File: src/rtl/module_mem_pkg.sv
// module_mem_pkg: opcode constants and dmem FSM states shared by the MEM stage.
package module_mem_pkg;
  localparam logic [10:0] OP_LDUR = 11'h7C2;
  localparam logic [10:0] OP_STUR = 11'h7C0;
  localparam logic [7:0]  OP_CBZ8 = 8'hB4;
  localparam logic [4:0]  XZR     = 5'd31;
  typedef enum logic [1:0] {S_IDLE, S_REQ, S_RESP} dmem_state_t;
endpackage

File: src/rtl/mem_dmem_if.sv
// mem_dmem_if: req/gnt/rvalid data-memory FSM; latches one access and
// reports completion with a combinational done pulse.
module mem_dmem_if
  import module_mem_pkg::*;
#(
  parameter int DATA_W  = 32,
  parameter int RADDR_W = 5
) (
  input  logic               clock,
  input  logic               reset,
  input  logic               i_start,
  input  logic               i_we,
  input  logic [DATA_W-1:0]  i_addr,
  input  logic [DATA_W-1:0]  i_wdata,
  input  logic [RADDR_W-1:0] i_waddr,
  output logic               o_idle,
  output logic               o_done,
  output logic               o_load,
  output logic [RADDR_W-1:0] o_waddr,
  output logic               o_req,
  output logic               o_we,
  output logic [DATA_W-1:0]  o_addr,
  output logic [DATA_W-1:0]  o_wdata,
  input  logic               i_gnt,
  input  logic               i_rvalid
);
  dmem_state_t        r_state;
  logic               r_we;
  logic [DATA_W-1:0]  r_addr;
  logic [DATA_W-1:0]  r_wdata;
  logic [RADDR_W-1:0] r_waddr;
  always_ff @(posedge clock or negedge reset) begin
    if (!reset) begin
      r_state <= S_IDLE;
      r_we    <= 1'b0;
      r_addr  <= '0;
      r_wdata <= '0;
      r_waddr <= '0;
    end else if (r_state == S_IDLE && i_start) begin
      r_state <= S_REQ;
      r_we    <= i_we;
      r_addr  <= i_addr;
      r_wdata <= i_wdata;
      r_waddr <= i_waddr;
    end else if (r_state == S_REQ && i_gnt) begin
      r_state <= r_we ? S_IDLE : S_RESP;
    end else if (r_state == S_RESP && i_rvalid) begin
      r_state <= S_IDLE;
    end
  end
  // rvalid only counts once the load has been granted
  assign o_done  = (r_state == S_REQ && i_gnt && r_we) || (r_state == S_RESP && i_rvalid);
  assign o_idle  = r_state == S_IDLE;
  assign o_load  = !r_we;
  assign o_waddr = r_waddr;
  assign o_req   = r_state == S_REQ;
  assign o_we    = r_we;
  assign o_addr  = r_addr;
  assign o_wdata = r_wdata;
endmodule

File: src/rtl/module_mem.sv
// module_mem: LEGv8 MEM stage; decodes the EX bundle, runs LDUR/STUR through
// mem_dmem_if, resolves CBZ and drives the registered WB bundle.
module module_mem
  import module_mem_pkg::*;
#(
  parameter int DATA_W  = 32,
  parameter int RADDR_W = 5,
  parameter int OP_W    = 11
) (
  input  logic               clock,
  input  logic               reset,
  input  logic               mem_valid_i,
  output logic               mem_ready_o,
  input  logic [OP_W-1:0]    mem_opcode_i,
  input  logic               mem_zeroflag_i,
  input  logic [DATA_W-1:0]  mem_result_i,
  input  logic [DATA_W-1:0]  mem_reg2_i,
  input  logic [RADDR_W-1:0] mem_waddr_i,
  output logic               dmem_req_o,
  output logic               dmem_we_o,
  output logic [DATA_W-1:0]  dmem_addr_o,
  output logic [DATA_W-1:0]  dmem_wdata_o,
  input  logic               dmem_gnt_i,
  input  logic               dmem_rvalid_i,
  input  logic [DATA_W-1:0]  dmem_rdata_i,
  output logic               wb_valid_o,
  output logic               wb_we_o,
  output logic [RADDR_W-1:0] wb_waddr_o,
  output logic [DATA_W-1:0]  wb_wdata_o,
  output logic               br_taken_o,
  output logic               align_err_o
);
  logic               w_ld, w_st, w_cbz, w_mem, w_mis, w_acc, w_start;
  logic               w_idle, w_done, w_load;
  logic [RADDR_W-1:0] w_done_waddr;
  assign w_ld    = mem_opcode_i == OP_LDUR;
  assign w_st    = mem_opcode_i == OP_STUR;
  assign w_cbz   = mem_opcode_i[10:3] == OP_CBZ8;
  assign w_mem   = w_ld || w_st;
  assign w_mis   = |mem_result_i[1:0];
  assign w_acc   = mem_valid_i && mem_ready_o;
  assign w_start = w_acc && w_mem && !w_mis;
  assign mem_ready_o = w_idle;
  mem_dmem_if #(.DATA_W(DATA_W), .RADDR_W(RADDR_W)) u_dmem (
    .clock    (clock),
    .reset    (reset),
    .i_start  (w_start),
    .i_we     (w_st),
    .i_addr   (mem_result_i),
    .i_wdata  (mem_reg2_i),
    .i_waddr  (mem_waddr_i),
    .o_idle   (w_idle),
    .o_done   (w_done),
    .o_load   (w_load),
    .o_waddr  (w_done_waddr),
    .o_req    (dmem_req_o),
    .o_we     (dmem_we_o),
    .o_addr   (dmem_addr_o),
    .o_wdata  (dmem_wdata_o),
    .i_gnt    (dmem_gnt_i),
    .i_rvalid (dmem_rvalid_i)
  );
  // completion and acceptance are exclusive: ready is low while an access is open
  always_ff @(posedge clock or negedge reset) begin
    if (!reset) begin
      wb_valid_o  <= 1'b0;
      wb_we_o     <= 1'b0;
      wb_waddr_o  <= '0;
      wb_wdata_o  <= '0;
      br_taken_o  <= 1'b0;
      align_err_o <= 1'b0;
    end else begin
      wb_valid_o <= 1'b0;
      br_taken_o <= 1'b0;
      if (w_done) begin
        wb_valid_o <= 1'b1;
        wb_we_o    <= w_load && w_done_waddr != XZR;
        wb_waddr_o <= w_done_waddr;
        wb_wdata_o <= dmem_rdata_i;
      end else if (w_acc && !w_start) begin
        wb_valid_o <= 1'b1;
        wb_we_o    <= !w_mem && !w_cbz && mem_waddr_i != XZR;
        wb_waddr_o <= mem_waddr_i;
        wb_wdata_o <= mem_result_i;
        br_taken_o <= w_cbz && mem_zeroflag_i;
        if (w_mem) align_err_o <= 1'b1;
      end
    end
  end
endmodule

File: config.mk
export PLATFORM = sky130hd
export DESIGN_NAME = module_mem
export DESIGN_NICKNAME = d
export VERILOG_FILES = /design/src/rtl/module_mem_pkg.sv /design/src/rtl/mem_dmem_if.sv /design/src/rtl/module_mem.sv
export SDC_FILE = /design/constraint.sdc
export NUM_CORES = 1
export LEC_CHECK = 0
export ABC_AREA = 1
export BUFFER_PORTS_ARGS = -buffer_cell sky130_fd_sc_hd__buf_2
export CAP_MARGIN = 20
export CORE_MARGIN = 8
export CORE_UTILIZATION = 45
export DETAILED_ROUTE_END_ITERATION = 8
export GPL_ROUTABILITY_DRIVEN = 0
export GPL_TIMING_DRIVEN = 1
export HOLD_SLACK_MARGIN = 0.15
export PLACE_DENSITY = 0.77
export SLEW_MARGIN = 20
export SYNTH_ARGS = -nofsm -noshare
export SYNTH_HDL_FRONTEND = slang
export SYNTH_HIERARCHICAL = 1
export SYNTH_SLANG_ARGS = --single-unit
File: constraint.sdc
create_clock -name clock -period 1.81 [get_ports clock]
set_input_delay 0.181 -clock clock [delete_from_list [all_inputs] [get_ports clock]]
set_output_delay 0.181 -clock clock [all_outputs]
set_load 0.01 [all_outputs]
; ---- Word level (Yosys, flattened, before mapping)
; Cells that the tools add are included.
[word_totals]
reg_bits = 113
in_bits = 118
output_inout_bits = 108
elab_cells = 57
[op_classes]
n_eq_ne = 7
muxes = 14
bitwise_logic = 1
reduce_logical = 24
[op_table]
columns = op, count
row1 = 32-bit 2-to-1 mux, 2
row2 = 11-bit equality test (second input constant), 2
row3 = 1-bit logical AND, 12
row4 = 5-bit 2-to-1 mux, 2
row5 = 5-bit != test (second input constant), 2
row6 = 8-bit equality test (second input constant), 1
row7 = 2-bit 2-to-1 mux, 4
row8 = 1-bit 2-to-1 mux, 6
row9 = 1-bit logical NOT, 5
row10 = 3-bit AND reduction, 1
row11 = 3-bit nonzero test, 1
row12 = 2-bit by 1-bit equality test with 1-bit output (second input constant), 1
row13 = 2-bit equality test (second input constant), 1
row14 = 2-bit logical NOT, 1
row15 = 1-bit logical OR, 2
row16 = 2-bit nonzero test, 1
row17 = 2-bit OR reduction, 1
row18 = 1-bit inverter, 1

; ---- Logic depth before layout (Yosys ltp)
; Gate-level depths: netlist of run 1.
[depth]
ltp_word = 8
depth_mapped = 12

; ---- Modules after synthesis
; The synthesis of run 1 kept the hierarchy.
[by_module_without_submodules]
columns = mod, n_inst, cells_per_inst, area_each_um2, seq_area_each_um2
row1 = mem_dmem_if, 1, 319, 3673.5, 1801.7
row2 = module_mem, 1, 337, 2283.4, 1026.0

; ---- Least setup slack after synthesis of run 1
; OpenSTA, ideal clock, no wires.
[synth_path]
path_type = reg-to-reg
from = register u_dmem.r_state[0]
to = register u_dmem.r_addr[0] (netlist: u_dmem/o_addr[0])
setup_ns = 0.065
arrival_time_ns = 1.848
path_slack_ns = -0.104
stages_incl_launch_ff = 9
period_less_slack_ns = 1.914
path_cell_list = dfrtp_1 -> nor2_8 -> buf_2 -> nand2_1 -> nor3_1 -> buf_4 -> clkbuf_1 -> nand3_1 -> nand2_2
[synth_via]
elab_chain_cells = 5
[synth_lines]
columns = element, line
row1 = from (decl), mem_dmem_if.sv:27  ; dmem_state_t r_state;
row2 = from (signal assigned), mem_dmem_if.sv:46  ; r_state <= r_we ? S_IDLE : S_RESP;
row3 = 2-bit logical NOT, mem_dmem_if.sv:53  ; assign o_idle = r_state == S_IDLE;
row4 = named net mem_ready_o, module_mem.sv:13  ; output logic mem_ready_o,
row5 = 1-bit logical AND, module_mem.sv:41  ; assign w_acc = mem_valid_i && mem_ready_o;
row6 = 1-bit logical AND (2 in series), module_mem.sv:42  ; assign w_start = w_acc && w_mem && !w_mis;
row7 = named net w_start, module_mem.sv:33  ; logic w_ld, w_st, w_cbz, w_mem, w_mis, w_acc, w_start;
row8 = 1-bit logical AND, mem_dmem_if.sv:39  ; end else if (r_state == S_IDLE && i_start) begin
row9 = to (signal assigned), mem_dmem_if.sv:42  ; r_addr <= i_addr;
row10 = to (decl), mem_dmem_if.sv:29  ; logic [DATA_W-1:0] r_addr;
; The timed path passes the listed nets, and every way through them passes these cells.
; A chain may end at the register's enable or synchronous reset.

; ---- Final worst setup path of run 1
[layout_path]
from = register u_dmem.r_state[0]
to = output port mem_ready_o
[layout_via]
elab_chain_cells = 1
[layout_lines]
columns = element, line
row1 = 2-bit logical NOT, mem_dmem_if.sv:53
row2 = to (decl), module_mem.sv:13
; Every way passes these cells.

==> impl_metrics.ini, run 1 <==
[min_path]
hp-class = input port to flop

[drt]
via_count = 5812
dr.pass1.iters = 5
wl_per_cell_um = 18.10
vias_per_cell = 4.896
drtAntennaViolNets = 0
drt_iter0_drc = 354
wl_mm = 21.48
drc = 0

[global_route]
grt-ovfl-total = 0
antenna_found_initial = 1
grt_pass1_wl_mm = 31.32
first_global_vias = 6120
track_usage = 0.2367
grt_max_degree = 114

[clock_tree]
clk_latency_ps = 400
h-tree-depth = 4
path_clk_slew_ps = 50
post_cts_buffers = 0
cts.sinks = 113
cts_buffers = 17
clockRootBuffer = clkbuf_16
clock_path_buffers = 2
cts_tree = done

[die]
die_h_um = 131.1
die_area_um2 = 17180
ios = 226
rows = 42
coreArea_um2 = 13090
die_w_um = 131.1
initial_utilization = 0.4552

[setup_path]
worstPathCellList = nor2_8 -> buf_12 -> buf_2
worstSetupEndpoint = mem_ready_o
startpoint = u_dmem/r_state[0]
cp-end-kind = output pin
critPathSlowestCell = dfrtp_2
worst_r2r_endpoint = wb_waddr_o[2]
cpPeakStageDelay_ps = 460
path_class = flop to output pin
worstReg2RegStart = u_dmem/r_state[0]
cp_max_fo = 73
startpoint_type = flop
worstPathRequired_ps = 1630
reg2reg_depth = 8
critPathArrivalTime_ps = 1580
reg2reg_slack_ps = 100

[timing]
fin_setup_tns_ps = 0
hold_violations = 0
slew_violations = 0
max_freq_mhz = 567.6
finalCritPeriodShare = 0.9734
rsz0062_at_grt = true
worst_hold_slack_ps = 283.8
setup_viol = 0
clock_skew_ps = 7.822
worst_slew_pin_slew_ps = 632.9
slew_headroom = 0.5781
period_needed_ps = 1762

[synth]
synth.most_common_cell = nand2_1
synth_edf_count = 0
yosys-top-cells-count = nand2_1, nand3_1, dfrtp_1, nand2_4, nand2_2
syn-num-nets = 774
avgSynthCellArea_um2 = 9.081
syn_area_um2 = 5957
async_flop_share = 1.000
synth_area_leaders = dfrtp_1, nand2_4, nand2_1
yosysWarnings = 6
synth_top_area_share = 0.4747
synth_largest_area_cell = dfrtp_1
yosysSeqAreaShare = 0.4747
ys_types = 23
syn_inst = 656
synth_ff_type = dfrtp_1
yosys_register_bits = 113

[final_layout]
utilization = 0.7094
drive_gt1_frac = 0.4331
area_growth_pct = 55.83
nNetsFinal = 1115
final_area_um2 = 9283
nFillCells = 946

[power_and_ir_drop]
p_per_area_nw_per_um2 = 770.1
p_clk_frac = 0.520
p_sw_frac = 0.2207
p_int_mw = 5.571
seqPwrFrac = 0.373
ir_drop_v = 0.0005542
p_leak_nw = 5.006
p_sw_mw = 1.578
power_frac_comb = 0.106

[placed_design]
detailed_place_hpwl_mm = 12.34
io_buffers = 225
place_area_um2 = 7237

[outcome]
run_status = complete, no violations

[flow_run]
cap_violations = 0
## how the worst min path moves through the flow
stage,endpoint,slack [ps],cells after the start,startpoint
floorplan,align_err_o,-110,0,reset
global placement,u_dmem/o_wdata[18],320,2,reset
detailed placement,u_dmem/o_wdata[5],330,2,reset
CTS,wb_wdata_o[9],250,6,mem_opcode_i[0]
global route,wb_we_o,300,7,mem_opcode_i[0]
finish,wb_we_o,280,7,mem_opcode_i[0]
## power by group through the flow
stage,logic (mW),clock network [mW],registers (mW)
floorplan,0.177,0,2.74
global placement,0.545,0,2.71
detailed placement,0.556,0,2.71
CTS,0.736,3.78,2.67
finish,0.759,3.72,2.67
global route,0.831,3.89,2.68
## area by class of cell
class                           count  area, um^2  share of cell area
Sequential cell                   113        2829              0.3048
Multi-Input combinational cell    487        2794              0.3010
Timing Repair Buffer              362        2711              0.2921
Clock buffer                       21       480.5             0.05176
Tap cell                          176       220.2             0.02372
Clock inverter                     10       180.2             0.01941
Inverter                           16       62.56            0.006739
Antenna cell                        2       5.005           0.0005392
## registers in the layout, indices dropped and copies added, names as in the netlist
name / count
u_dmem/o_waddr: 5
u_dmem/o_wdata: 32
u_dmem/r_state: 2
wb_wdata_o: 32
u_dmem/o_addr: 32
br_taken_o: 1
wb_we_o: 1
u_dmem/o_we: 1
wb_valid_o: 1
align_err_o: 1
wb_waddr_o: 5
## placed cells by master, fill, tap and decap left out
cell	n
a21oi_1	2
buf_12	6
buf_16	3
buf_2	224
buf_4	8
buf_6	5
buf_8	1
bufinv_16	5
clkbuf_16	24
clkbuf_8	4
clkinv_2	3
clkinvlp_4	2
dfrtp_1	112
dfrtp_2	1
diode_2	2
dlygate4sd3_1	108
inv_1	14
inv_2	1
inv_4	1
nand2_1	198
nand2_2	70
nand2_4	71
nand2_8	3
nand3_1	114
nand3_2	1
nand4_1	4
nor2_1	13
nor2_2	2
nor2_8	1
nor3_1	4
nor3_4	1
o211ai_1	1
o21ai_0	1
o21bai_1	1
## kinds of logic (layout without fill, tap and decap cells)
kind of cell,count (synthesis),count (layout),share of synthesized area
DFF,113,113,0.4747
buffers and inverters,58,409,0.06574
other,0,2,0
and+or+nand+nor,480,482,0.4545
AOI/OAI and AO/OA,5,5,0.005041
## per-layer routing
metal,GRT usage,wire length (um),vias up
met5,0,0,-
met4,0.1121,484,0
met3,0.07807,2149,39
met2,0.3960,10530,291
met1,0.2684,8315,2710
li1,-,-,2772
## worst max-delay path, delay by kind of cell, from the launching register on
kind,cells,cell delay (ps)
buffers and inverters,2,530
DFF,1,460
and+or+nand+nor,1,140
## metrics by stage
stage / cells / setup WS (ps) / power, mW
3_5_place_dp: 1034 / 53.61 / 3.262
6_report: 1187 / 48.23 / 7.149
5_1_grt: 1186 / -24.97 / 7.399
4_1_cts: 1173 / 28.11 / 7.180
2_1_floorplan: 656 / 6.042 / 2.920
3_3_place_gp: 1034 / 19.08 / 3.252
## repair_timing
item,CTS,global route
endpoints found under the hold margin,222,0
hold buffers,108,0
gates resized for setup,0,15
endpoints found under the setup margin,0,107
No activity file was read; power rests on OpenSTA's default activity.
==> inputs of run 2 (changes only) <==
--- a/config.mk
+++ b/config.mk
@@ -5,11 +5,10 @@
 export SDC_FILE = /design/constraint.sdc
 export NUM_CORES = 1
 export LEC_CHECK = 0
-export ABC_AREA = 1
 export BUFFER_PORTS_ARGS = -buffer_cell sky130_fd_sc_hd__buf_2
 export CAP_MARGIN = 20
 export CORE_MARGIN = 8
-export CORE_UTILIZATION = 45
+export CORE_UTILIZATION = 43
 export DETAILED_ROUTE_END_ITERATION = 8
 export GPL_ROUTABILITY_DRIVEN = 0
 export GPL_TIMING_DRIVEN = 1
==> run 2 against run 1 <==
The run now ends with setup timing left. Highest routed layer unchanged. Count of clock-buffer cells in the layout down 1. Largest power group unchanged. Worst setup slack got worse by 72 ps. Clock power shrank 6.2%. Die area decreased by 8.4%. Power shrank 2.4%. Critical path depth grew 3.
==> impl_metrics.ini, run 2 <==
[synth]
synth_largest_area_cell = dfrtp_1
synthXorXnorAreaFrac = 0
async_flop_share = 1.000
synth_fa_ha_area_frac = 0
synth_edf_count = 0
avgSynthCellArea_um2 = 16.40
ys_types = 33
synth.most_common_cell = dfrtp_1
yosysWarnings = 6
yosys_register_bits = 113
yosysSeqAreaShare = 0.5492
yosys-top-cells-count = dfrtp_1, mux2_4, mux2_2, buf_12, nand2_1
synth_compound_area_frac = 0.01896
synth_ff_type = dfrtp_1
synthMuxAreaShare = 0.3609
synth_top_area_share = 0.5492
synth_top_family_by_area = multiplexers
syn_area_um2 = 5149
syn_inst = 314
synth-simple-area-share = 0.02673
synth_area_leaders = dfrtp_1, mux2_4, mux2_2
syn-num-nets = 432

[drt]
dr.pass1.iters = 5
vias_per_cell = 5.147
drtAntennaViolNets = 0
via_count = 4339
wl_mm = 19.73
wl_per_cell_um = 23.40
drt_iter0_drc = 319
drc = 0

[setup_path]
worstReg2RegStart = u_dmem/r_state[1]
worstPathRequired_ps = 2110
startpoint_type = flop
reg2reg_depth = 6
startpoint = u_dmem/r_state[1]
cp_max_fo = 19
path_class = flop to flop
cp-end-kind = flop
critPathArrivalTime_ps = 2130

[clock_tree]
clockRootBuffer = clkbuf_16
cts.sinks = 113
h-tree-depth = 4
cts_tree = done
path_clk_slew_ps = 60
clk_latency_ps = 420
clock_path_buffers = 2
cts_buffers = 17

[timing]
fin_setup_tns_ps = -277.9
worst_slew_pin_slew_ps = 552.0
slew_violations = 0
hold_violations = 0
rsz0062_at_grt = true
setup_slack_ps = -24.21
setup_viol = 24
finalCritPeriodShare = 1.013
clock_skew_ps = 8.932
max_freq_mhz = 545.2
period_needed_ps = 1834
slew_headroom = 0.6320

[global_route]
track_usage = 0.2362
grt-ovfl-total = 0
grt_pass1_wl_mm = 28.70
antenna_found_initial = 1
grt_max_degree = 104
first_global_vias = 4762

[final_layout]
nFillCells = 702
multi_input_area_um2 = 2237
drive_gt1_frac = 0.6317
final_cell_mix = buf_2, dfrtp_1, dlygate4sd3_1
regArea_um2 = 2830
final_common_cell = buf_2
nNetsFinal = 800
area_growth_pct = 66.00

[die]
coreArea_um2 = 11860
die_area_um2 = 15730
rows = 40
die_w_um = 125.4
ios = 226
initial_utilization = 0.4341
die_h_um = 125.4

[min_path]
holdCritStartpoint = dmem_rdata_i[12]
whs_path_depth = 3
hp-class = input port to flop

[outcome]
violations = setup timing
run_status = complete, but fails checks

[placed_design]
io_buffers = 225
detailedPlace.worstSlack_ps = -346.0
detailed_place_hpwl_mm = 10.63

[power_and_ir_drop]
p_leak_nw = 4.351
ir_drop_v = 0.0005172
p_per_area_nw_per_um2 = 816.7

[flow_run]
cap_violations = 0
==> run 2: what timing repair did <==
item / CTS / global route
endpoints found under the setup margin: 61 / 95
setup buffers: 5 / 4
hold buffers: 106 / 0
endpoints found under the hold margin: 217 / 0
pin swaps: 1 / 4
gates cloned: 2 / 3
gates resized for setup: 13 / 27
==> run 2: area by class of cell <==
cell class | count | share of cell area
Sequential cell | 113 | 0.3311
Inverter | 5 | 0.002196
Clock inverter | 12 | 0.01845
Multi-Input combinational cell | 180 | 0.2617
Antenna cell | 1 | 0.0002928
Tap cell | 147 | 0.02152
Timing Repair Buffer | 365 | 0.3112
Clock buffer | 20 | 0.05343
==> run 2: per-stage QoR <==
stage               instance area (um^2)  power, mW  instances  hold slack [ps]  utilization
finish                              8547      6.980        843            161.7       0.7206
global route                        8547      7.190        843            162.1       0.7206
CTS                                 8344      6.919        836            150.7       0.7035
detailed placement                  6523      3.276        691            26.67       0.5499
global placement                    6523      3.256        691            21.58       0.5499
floorplan                           5167      2.926        314           -114.6            -
==> run 2: power breakdown <==
| part | internal (mW) | leakage (nW) | switching (mW) |
|---|---|---|---|
| Clock | 2.24 | 0.281 | 1.25 |
| Combinational | 0.465 | 2.58 | 0.349 |
| Sequential | 2.62 | 1.49 | 0.0532 |
==> run 2: cell families (layout without fill, tap and decap cells) <==
family	after synthesis	after routing
AO/OA/AOI/OAI	15	15
buffers and inverters	21	402
flip-flops	113	113
multiplexers	140	140
other	0	1
AND/OR/NAND/NOR	25	25
==> run 2: worst paths after layout <==
path | slack, ps | endpoint
worst max-delay path | -20 | wb_wdata_o[21]
worst min-delay path | 160 | wb_wdata_o[12]
worst max register to register | -20 | wb_wdata_o[21]
worst min register to register | 490 | wb_wdata_o[25]
max in group asynchronous | 640 | u_dmem/o_wdata[26]
min in group asynchronous | 410 | wb_wdata_o[8]
==> run 2: worst max-delay path: stages (launching register included) <==
cell and delay, ps:
dfrtp_2 440, nand2b_4 170, o22ai_4 200, buf_6 160
o21bai_4 170, buf_12 220, mux2_2 350
==> run 2: per-layer routing <==
metal | up-vias | GRT usage | wire length [um] | share of wire
met3 | 46 | 0.09052 | 1575 | 0.080
met4 | 0 | 0.08095 | 582 | 0.029
li1 | 1864 | - | - | -
met5 | - | 0 | 0 | 0
met1 | 2171 | 0.2676 | 7675 | 0.39
met2 | 258 | 0.3992 | 9897 | 0.50
